File: config.mk
export PLATFORM = sky130hd
export DESIGN_NAME = ling_seq_adder64_ctrl
export DESIGN_NICKNAME = d
export VERILOG_FILES = /design/src/rtl/ling_seq_adder64_ctrl.sv
export SDC_FILE = /design/constraint.sdc
export NUM_CORES = 1
export LEC_CHECK = 0
export ABC_AREA = 0
export CORE_MARGIN = 3
export CORE_UTILIZATION = 40
export DETAILED_ROUTE_END_ITERATION = 10
export GPL_TIMING_DRIVEN = 0
export HOLD_SLACK_MARGIN = 0.06
export PLACE_DENSITY_LB_ADDON = 0.15
export SLEW_MARGIN = 15
export SYNTH_ARGS = -nofsm -noshare
export SYNTH_HDL_FRONTEND = slang
export SYNTH_SLANG_ARGS = --single-unit
File: constraint.sdc
create_clock -name clk -period 2.9 [get_ports clk]
set_input_delay 0.87 -clock clk [delete_from_list [all_inputs] [get_ports clk]]
set_output_delay 0.87 -clock clk [all_outputs]
set_load 0.005 [all_outputs]
File: src/rtl/ling_seq_adder64_ctrl.sv
// Sequential 64-bit add/subtract that time-multiplexes one external 16-bit Ling CLA slice,
// least-significant slice first, and turns the slice's pseudo-carries into true carries.
`timescale 1ns/1ps
module ling_seq_adder64_ctrl #(
  parameter int SLICE_W  = 16,
  parameter int N_SLICES = 4
) (
  input  logic                          clk,
  input  logic                          rst_n,
  input  logic                          start,
  input  logic                          sub,
  input  logic [SLICE_W*N_SLICES-1:0]   a,
  input  logic [SLICE_W*N_SLICES-1:0]   b,
  input  logic                          cin,
  output logic                          busy,
  output logic                          done,
  output logic [SLICE_W*N_SLICES-1:0]   sum,
  output logic                          cout,
  output logic                          ovf,
  output logic                          cla_cin,
  output logic [SLICE_W-1:0]            cla_p,
  output logic [SLICE_W-1:0]            cla_g,
  input  logic [SLICE_W-1:0]            cla_h,
  input  logic                          cla_P,
  input  logic                          cla_G
);

  localparam int W     = SLICE_W * N_SLICES;
  localparam int IDX_W = (N_SLICES > 1) ? $clog2(N_SLICES) : 1;
  localparam logic [IDX_W-1:0] LAST_IDX = IDX_W'(N_SLICES - 1);

  typedef enum logic {S_IDLE, S_RUN} state_e;

  state_e             state_q, state_d;
  logic [IDX_W-1:0]   idx_q, idx_d;
  logic               carry_q, carry_d;
  logic [W-1:0]       a_q, a_d, b_q, b_d;
  logic [W-1:0]       sum_q, sum_d;
  logic               cout_q, cout_d;
  logic               ovf_q, ovf_d;
  logic               done_q, done_d;

  logic [SLICE_W-1:0] slice_a, slice_b;
  logic [SLICE_W-1:0] t;
  logic [SLICE_W:0]   c;
  logic [SLICE_W-1:0] s;

  // Block-level P/G are not needed: true carries come from the per-bit h terms.
  logic unused_slice_pg;
  assign unused_slice_pg = cla_P ^ cla_G;

  // Slice drive is kept apart from carry recovery so cla_p -> cla_h -> c is not a block-level loop.
  always_comb begin
    slice_a = a_q[int'(idx_q)*SLICE_W +: SLICE_W];
    slice_b = b_q[int'(idx_q)*SLICE_W +: SLICE_W];
    cla_p   = '0;
    cla_g   = '0;
    cla_cin = 1'b0;
    if (state_q == S_RUN) begin
      cla_p   = slice_a ^ slice_b;
      cla_g   = slice_a & slice_b;
      cla_cin = carry_q;
    end
  end

  // cla_h[j] carries h[j+1]; a true carry needs the local t to qualify the pseudo-carry.
  always_comb begin
    t    = cla_p | cla_g;
    c    = '0;
    c[0] = carry_q;
    for (int j = 0; j < SLICE_W; j++) begin
      c[j+1] = t[j] & cla_h[j];
    end
    s = cla_p ^ c[SLICE_W-1:0];
  end

  always_comb begin
    // NOTE: every _d takes its held value first, so no path leaves one unassigned and no latch appears.
    state_d = state_q;
    idx_d   = idx_q;
    carry_d = carry_q;
    a_d     = a_q;
    b_d     = b_q;
    sum_d   = sum_q;
    cout_d  = cout_q;
    ovf_d   = ovf_q;
    done_d  = 1'b0;
    case (state_q)
      S_IDLE: begin
        if (start) begin
          a_d     = a;
          b_d     = b ^ {W{sub}};
          carry_d = sub | cin;
          idx_d   = '0;
          sum_d   = '0;
          cout_d  = 1'b0;
          ovf_d   = 1'b0;
          state_d = S_RUN;
        end
      end
      S_RUN: begin
        sum_d[int'(idx_q)*SLICE_W +: SLICE_W] = s;
        carry_d = c[SLICE_W];
        idx_d   = idx_q + 1'b1;
        if (idx_q == LAST_IDX) begin
          cout_d  = c[SLICE_W];
          ovf_d   = c[SLICE_W-1] ^ c[SLICE_W];
          done_d  = 1'b1;
          state_d = S_IDLE;
        end
      end
      default: state_d = S_IDLE;
    endcase
  end

  always_ff @(posedge clk or negedge rst_n) begin
    if (!rst_n) begin
      state_q <= S_IDLE;
      idx_q   <= '0;
      carry_q <= 1'b0;
      a_q     <= '0;
      b_q     <= '0;
      sum_q   <= '0;
      cout_q  <= 1'b0;
      ovf_q   <= 1'b0;
      done_q  <= 1'b0;
    end else begin
      // NOTE: non-blocking so every flop samples pre-edge values regardless of statement order.
      state_q <= state_d;
      idx_q   <= idx_d;
      carry_q <= carry_d;
      a_q     <= a_d;
      b_q     <= b_d;
      sum_q   <= sum_d;
      cout_q  <= cout_d;
      ovf_q   <= ovf_d;
      done_q  <= done_d;
    end
  end

  assign busy = (state_q == S_RUN);
  assign done = done_q;
  assign sum  = sum_q;
  assign cout = cout_q;
  assign ovf  = ovf_q;

endmodule

Yosys cells after proc, flatten, opt, wreduce, memory -nomap -nowiden. Cells that the tools add are included.

Register bits after elaboration: 199. Input bits: 151. Output and inout bits: 101. Logic and storage cells: 64.

$add $sub $neg: 2. Eq/ne operators: 3. Shift-type cells: 4. Multiplexer cells: 20. Bitwise operators: 24. Reductions and logical operators: 2.

Operator list (number): $pmux 64 s2 (1); $shiftx 64x7->16 (2); $bwmux 64 (1); $mux 64 (1); $shift 16x33->64 const A (1); $shiftx 16x33->64 (1); $xor 64x64->64 (1); $neg 6->33 (1); $mux 16 (2); $xor 16x16->16 (2); $and 1x1->1 (16); $and 16x16->16 (1); $or 16x16->16 (1); $mux 1 (9); $pmux 1 s2 (4); $pmux 2 s2 (1); $reduce_and 2->1 (2); $add 2x1->2 const B (1); $eq 2x2->1 const B (1); $mux 2 (1); $ne 2x1->1 const B (1); $ne 2x2->1 const B (1); $not 1->1 (1); $or 1x1->1 (1); $xor 1x1->1 (1).

Depth between registers and ports, before layout.
Depth in word-level cells: 9. Mapped depth: 8. Depth with buffers taken out: 5.

Least setup slack after synthesis. No wires, ideal clock.

Kind: reg2out. Start: reg idx_q[0]. End: out cla_p[10]. Arrival time: 1.807 ns. Data required time: 2.030 ns. Path slack: 0.223 ns. Stages on the path, launching flop included: 6. Buffers on the path: 2. Cells stage by stage: dfrtp_1 -> buf_6 -> buf_6 -> mux4_2 -> ha_1 -> and2_1.

Cells in the longest elaborated chain, start to end: 3. Elaborated cells on any way between the ends: 4. Those cells by class: shift: 2; mux: 1; bitwise: 1.

RTL lines: from (decl) (RTL line 35) `logic [IDX_W-1:0] idx_q, idx_d;`; from (signal assigned) (RTL line 130) `idx_q <= idx_d;`; $shiftx 64x7->16, on equally long branches (RTL line 54, 55); $xor 16x16->16 * (RTL line 60) `cla_p = slice_a ^ slice_b;`; $mux 16 * (RTL line 59) `if (state_q == S_RUN) begin`; to (decl) (RTL line 21) `output logic [SLICE_W-1:0] cla_p,`.

Every way passes the cells marked *; elsewhere a longest branch is shown, timed or not.

Worst setup path after layout.
Start: reg idx_q[0]. End: out cla_p[12].

The elaborated chain is that of the path after synthesis.

==> reports/results.ini <==
[yosys]
muxShareOfSynthArea=0.0839
synth_ff_type=dfrtp_1
syn_avg_cell_area_sq_um=10.6
ys_seq_elements=199
synth_xor_area_frac=0.0754
synth-adder-area-share=0.0263
synth-async-reset-ratio=1.00
synth.net_count=1072
yosysWarnings=0
synth_area_sq_um=9530
ys_types=38
synth_compound_area_frac=0.0909
synthCells=901
yosys.area_share.simple=0.157
ys_seq_area_frac=0.523
synth-edff-count=0
synth_top_family_by_area=simple AND/OR/NAND/NOR gates

[timing]
tightest_slew_ns=0.768
setup_viol=32
fin_ws_ns=-0.282
max_clock_freq_mhz=314
fin_setup_tns_ns=-6.37
skew_ns=0.0148
drv_slew=0
period_share=1.10
hold_violations=0
timing.slew.headroom=0.488
fin_crit_ns=3.18
rsz0062_at_grt=yes
whs_ns=0.335

[critical_path]
crit_arrival_ns=2.31
rrSetupSlack_ns=0.13
crit_required_ns=2.03
crit_path_end_kind=output pin
crit_type=register to output pin
r2r_end=sum[19]
startpoint_type=register
reg2reg_depth=9
r2r-start=idx_q[0]
worst-path-max-fanout=8

[placed_design]
pre_cts_ws_ns=-0.613
place_inst=1463
dpl.hpwl_um=22700
dpl_cell_area_sq_um=12400
port_buffers=247
gp_congestion=0.835

[finish]
final_area_sq_um=13700
nNetsFinal=1371
seq_area_sq_um=4980
final_cells=1526
multi_input_area_sq_um=4420
syn2layout_area_growth_pct=43.8
fillCellCount=2016
num_antenna_cells=0
drive_gt1_frac=0.204

[run_status]
outcome=complete, but fails checks
violations=negative setup slack

[flow_run]
drv_cap=0

[pwr]
p_leak_nw=6.10
peakVddDrop_uv=626
powerDensity_nw_per_um2=1260

[worst_hold_path]
hold_path_class=input port to async pin

[die]
ios=252
start_util=0.414
core_sq_um=23000
fp.dieH_um=160
placementRows=55
dieArea_sq_um=25700
die-width_um=160

[clock_tree]
clockBufferDepth=2
clock_latency_ns=0.44
htreeDepth=4
cts-hold-fix-buffers=0
cts_tree=built
numCtsBuffers=17
cts-root-buf=clkbuf_16
cts.reportedPaths.clkPinSlew_ns=0.08
clock_sinks=199

[grt]
grt-ovfl-total=0
grt_max_degree=89
grt_pass1_vias=7951
grt_pass1_wl_um=46300
grt_usage=0.236
antenna_found_initial=0

[drt]
drtPass1Iterations=7
ant_nets=0
initialDrtViolationCount=363
drcViolationCount=0
viasPerCell=4.98
routedWlPerCell_um=19.7
vias=7604
finalWirelength_um=30000

## registers in the layout (all words and copies together) (netlist names)
register  count
a_q          64
b_q          64
sum          64
idx_q         2
busy          1
carry_q       1
cout          1
done          1
ovf           1
## critical path: stages (launching register included)
cell and delay (ns):
dfrtp_2 0.39, buf_12 0.16, buf_12 0.15, buf_6 0.10, mux4_2 0.54, ha_4 0.30
and2_4 0.14, buf_6 0.10
## worst max-delay path by stage
stage / from / to / slack [ns] / cells after the start
floorplan: idx_q[0] / cla_p[10] / 0.22 / 5
global placement: rst_n / b_q[52] / -7.55 / 1
detailed placement: idx_q[1] / cla_p[14] / -0.61 / 6
CTS: idx_q[0] / cla_p[6] / -0.35 / 8
global route: idx_q[0] / cla_p[12] / -0.36 / 7
finish: idx_q[0] / cla_p[12] / -0.28 / 7
## placed cells by master, fill, tap and decap left out, types with 2 or more instances in the layout
| master | netlist | layout |
|---|---|---|
| buf_4 | 3 | 28 |
| o21ai_2 | 6 | 6 |
| xor2_2 | 0 | 4 |
| clkbuf_1 | 6 | 5 |
| inv_1 | 3 | 3 |
| and2_4 | 0 | 25 |
| ha_4 | 0 | 16 |
| clkdlybuf4s50_1 | 0 | 214 |
| inv_8 | 0 | 4 |
| xor2_1 | 16 | 12 |
| and2_1 | 32 | 8 |
| o2bb2ai_1 | 16 | 16 |
| buf_8 | 1 | 3 |
| buf_12 | 0 | 7 |
| nor2_1 | 4 | 4 |
| nor2b_1 | 2 | 2 |
| ha_1 | 20 | 4 |
| mux2i_4 | 3 | 3 |
| o21ai_0 | 95 | 95 |
| inv_6 | 0 | 4 |
| buf_2 | 24 | 26 |
| buf_16 | 0 | 2 |
| dfrtp_1 | 199 | 196 |
| clkinv_8 | 0 | 3 |
| dfrtp_2 | 0 | 3 |
| clkinv_4 | 0 | 2 |
| clkbuf_16 | 0 | 17 |
| xnor2_1 | 66 | 66 |
| o21ai_1 | 27 | 27 |
| mux4_2 | 32 | 32 |
| buf_6 | 18 | 45 |
| nand2_1 | 305 | 305 |
| clkbuf_2 | 5 | 4 |
| and2b_4 | 2 | 2 |
## report_power, final
group / switching [W] / leakage [nW] / internal (W)
clock: 0.00120 / 0.282 / 0.00116
sequential: 0.000666 / 2.56 / 0.00392
combinational: 0.00515 / 3.25 / 0.00516
## layer usage
layer	vias to the layer above	wire length [um]	share of wire	track usage
met5	-	0	0	0
met3	32	1660	0.055	0.0487
met1	3742	13100	0.44	0.316
li1	3587	-	-	-
met2	243	14700	0.49	0.395
met4	0	550	0.018	0.0615
## Yosys cell counts, types with 2 or more instances
| cell | count | share of area |
|---|---|---|
| buf_4 | 3 | 0.0024 |
| o21ai_2 | 6 | 0.0055 |
| mux2i_4 | 3 | 0.0071 |
| buf_6 | 18 | 0.021 |
| dfrtp_1 | 199 | 0.52 |
| clkbuf_2 | 5 | 0.0026 |
| inv_1 | 3 | 0.0012 |
| ha_1 | 20 | 0.026 |
| nor2b_1 | 2 | 0.0013 |
| mux4_2 | 32 | 0.076 |
| xnor2_1 | 66 | 0.061 |
| buf_2 | 24 | 0.013 |
| o21ai_1 | 27 | 0.014 |
| xor2_1 | 16 | 0.015 |
| clkbuf_1 | 6 | 0.0024 |
| and2_1 | 32 | 0.021 |
| nor2_1 | 4 | 0.0016 |
| o2bb2ai_1 | 16 | 0.015 |
| and2b_4 | 2 | 0.0021 |
| nand2_1 | 305 | 0.12 |
| o21ai_0 | 95 | 0.050 |
## metrics by stage
stage,util,total power (W)
4_1_cts,0.595,0.0172
5_1_grt,0.596,0.0184
3_5_place_dp,0.542,0.0130
6_report,0.596,0.0173
3_3_place_gp,0.539,0.0129
2_1_floorplan,-,0.00906
## cell families (layout without fill, tap and decap cells)
| kind of cell | after synthesis | in the layout |
|---|---|---|
| compound gates | 151 | 151 |
| xor+xnor | 82 | 82 |
| fa+ha+maj | 20 | 20 |
| buf+inv | 60 | 372 |
| flops | 199 | 199 |
| mux | 36 | 36 |
| simple gates | 353 | 353 |
## cell type report
| cell class | count | share of cell area |
|---|---|---|
| plain buffers | 56 | 0.0335 |
| well taps | 313 | 0.0286 |
| flip-flops and latches | 199 | 0.364 |
| clock buffers | 18 | 0.0313 |
| clock inverters | 14 | 0.0112 |
| multi-input cells | 642 | 0.323 |
| inverters | 3 | 0.000822 |
| repair buffers | 281 | 0.208 |
## timing repair
action | CTS | global route
pin swaps | 17 | 10
cloned | 2 | 0
resized for setup | 214 | 8
endpoints found under the setup margin | 67 | 45
buffers inserted | 30 | 2
(Power assumes the default switching activity.)
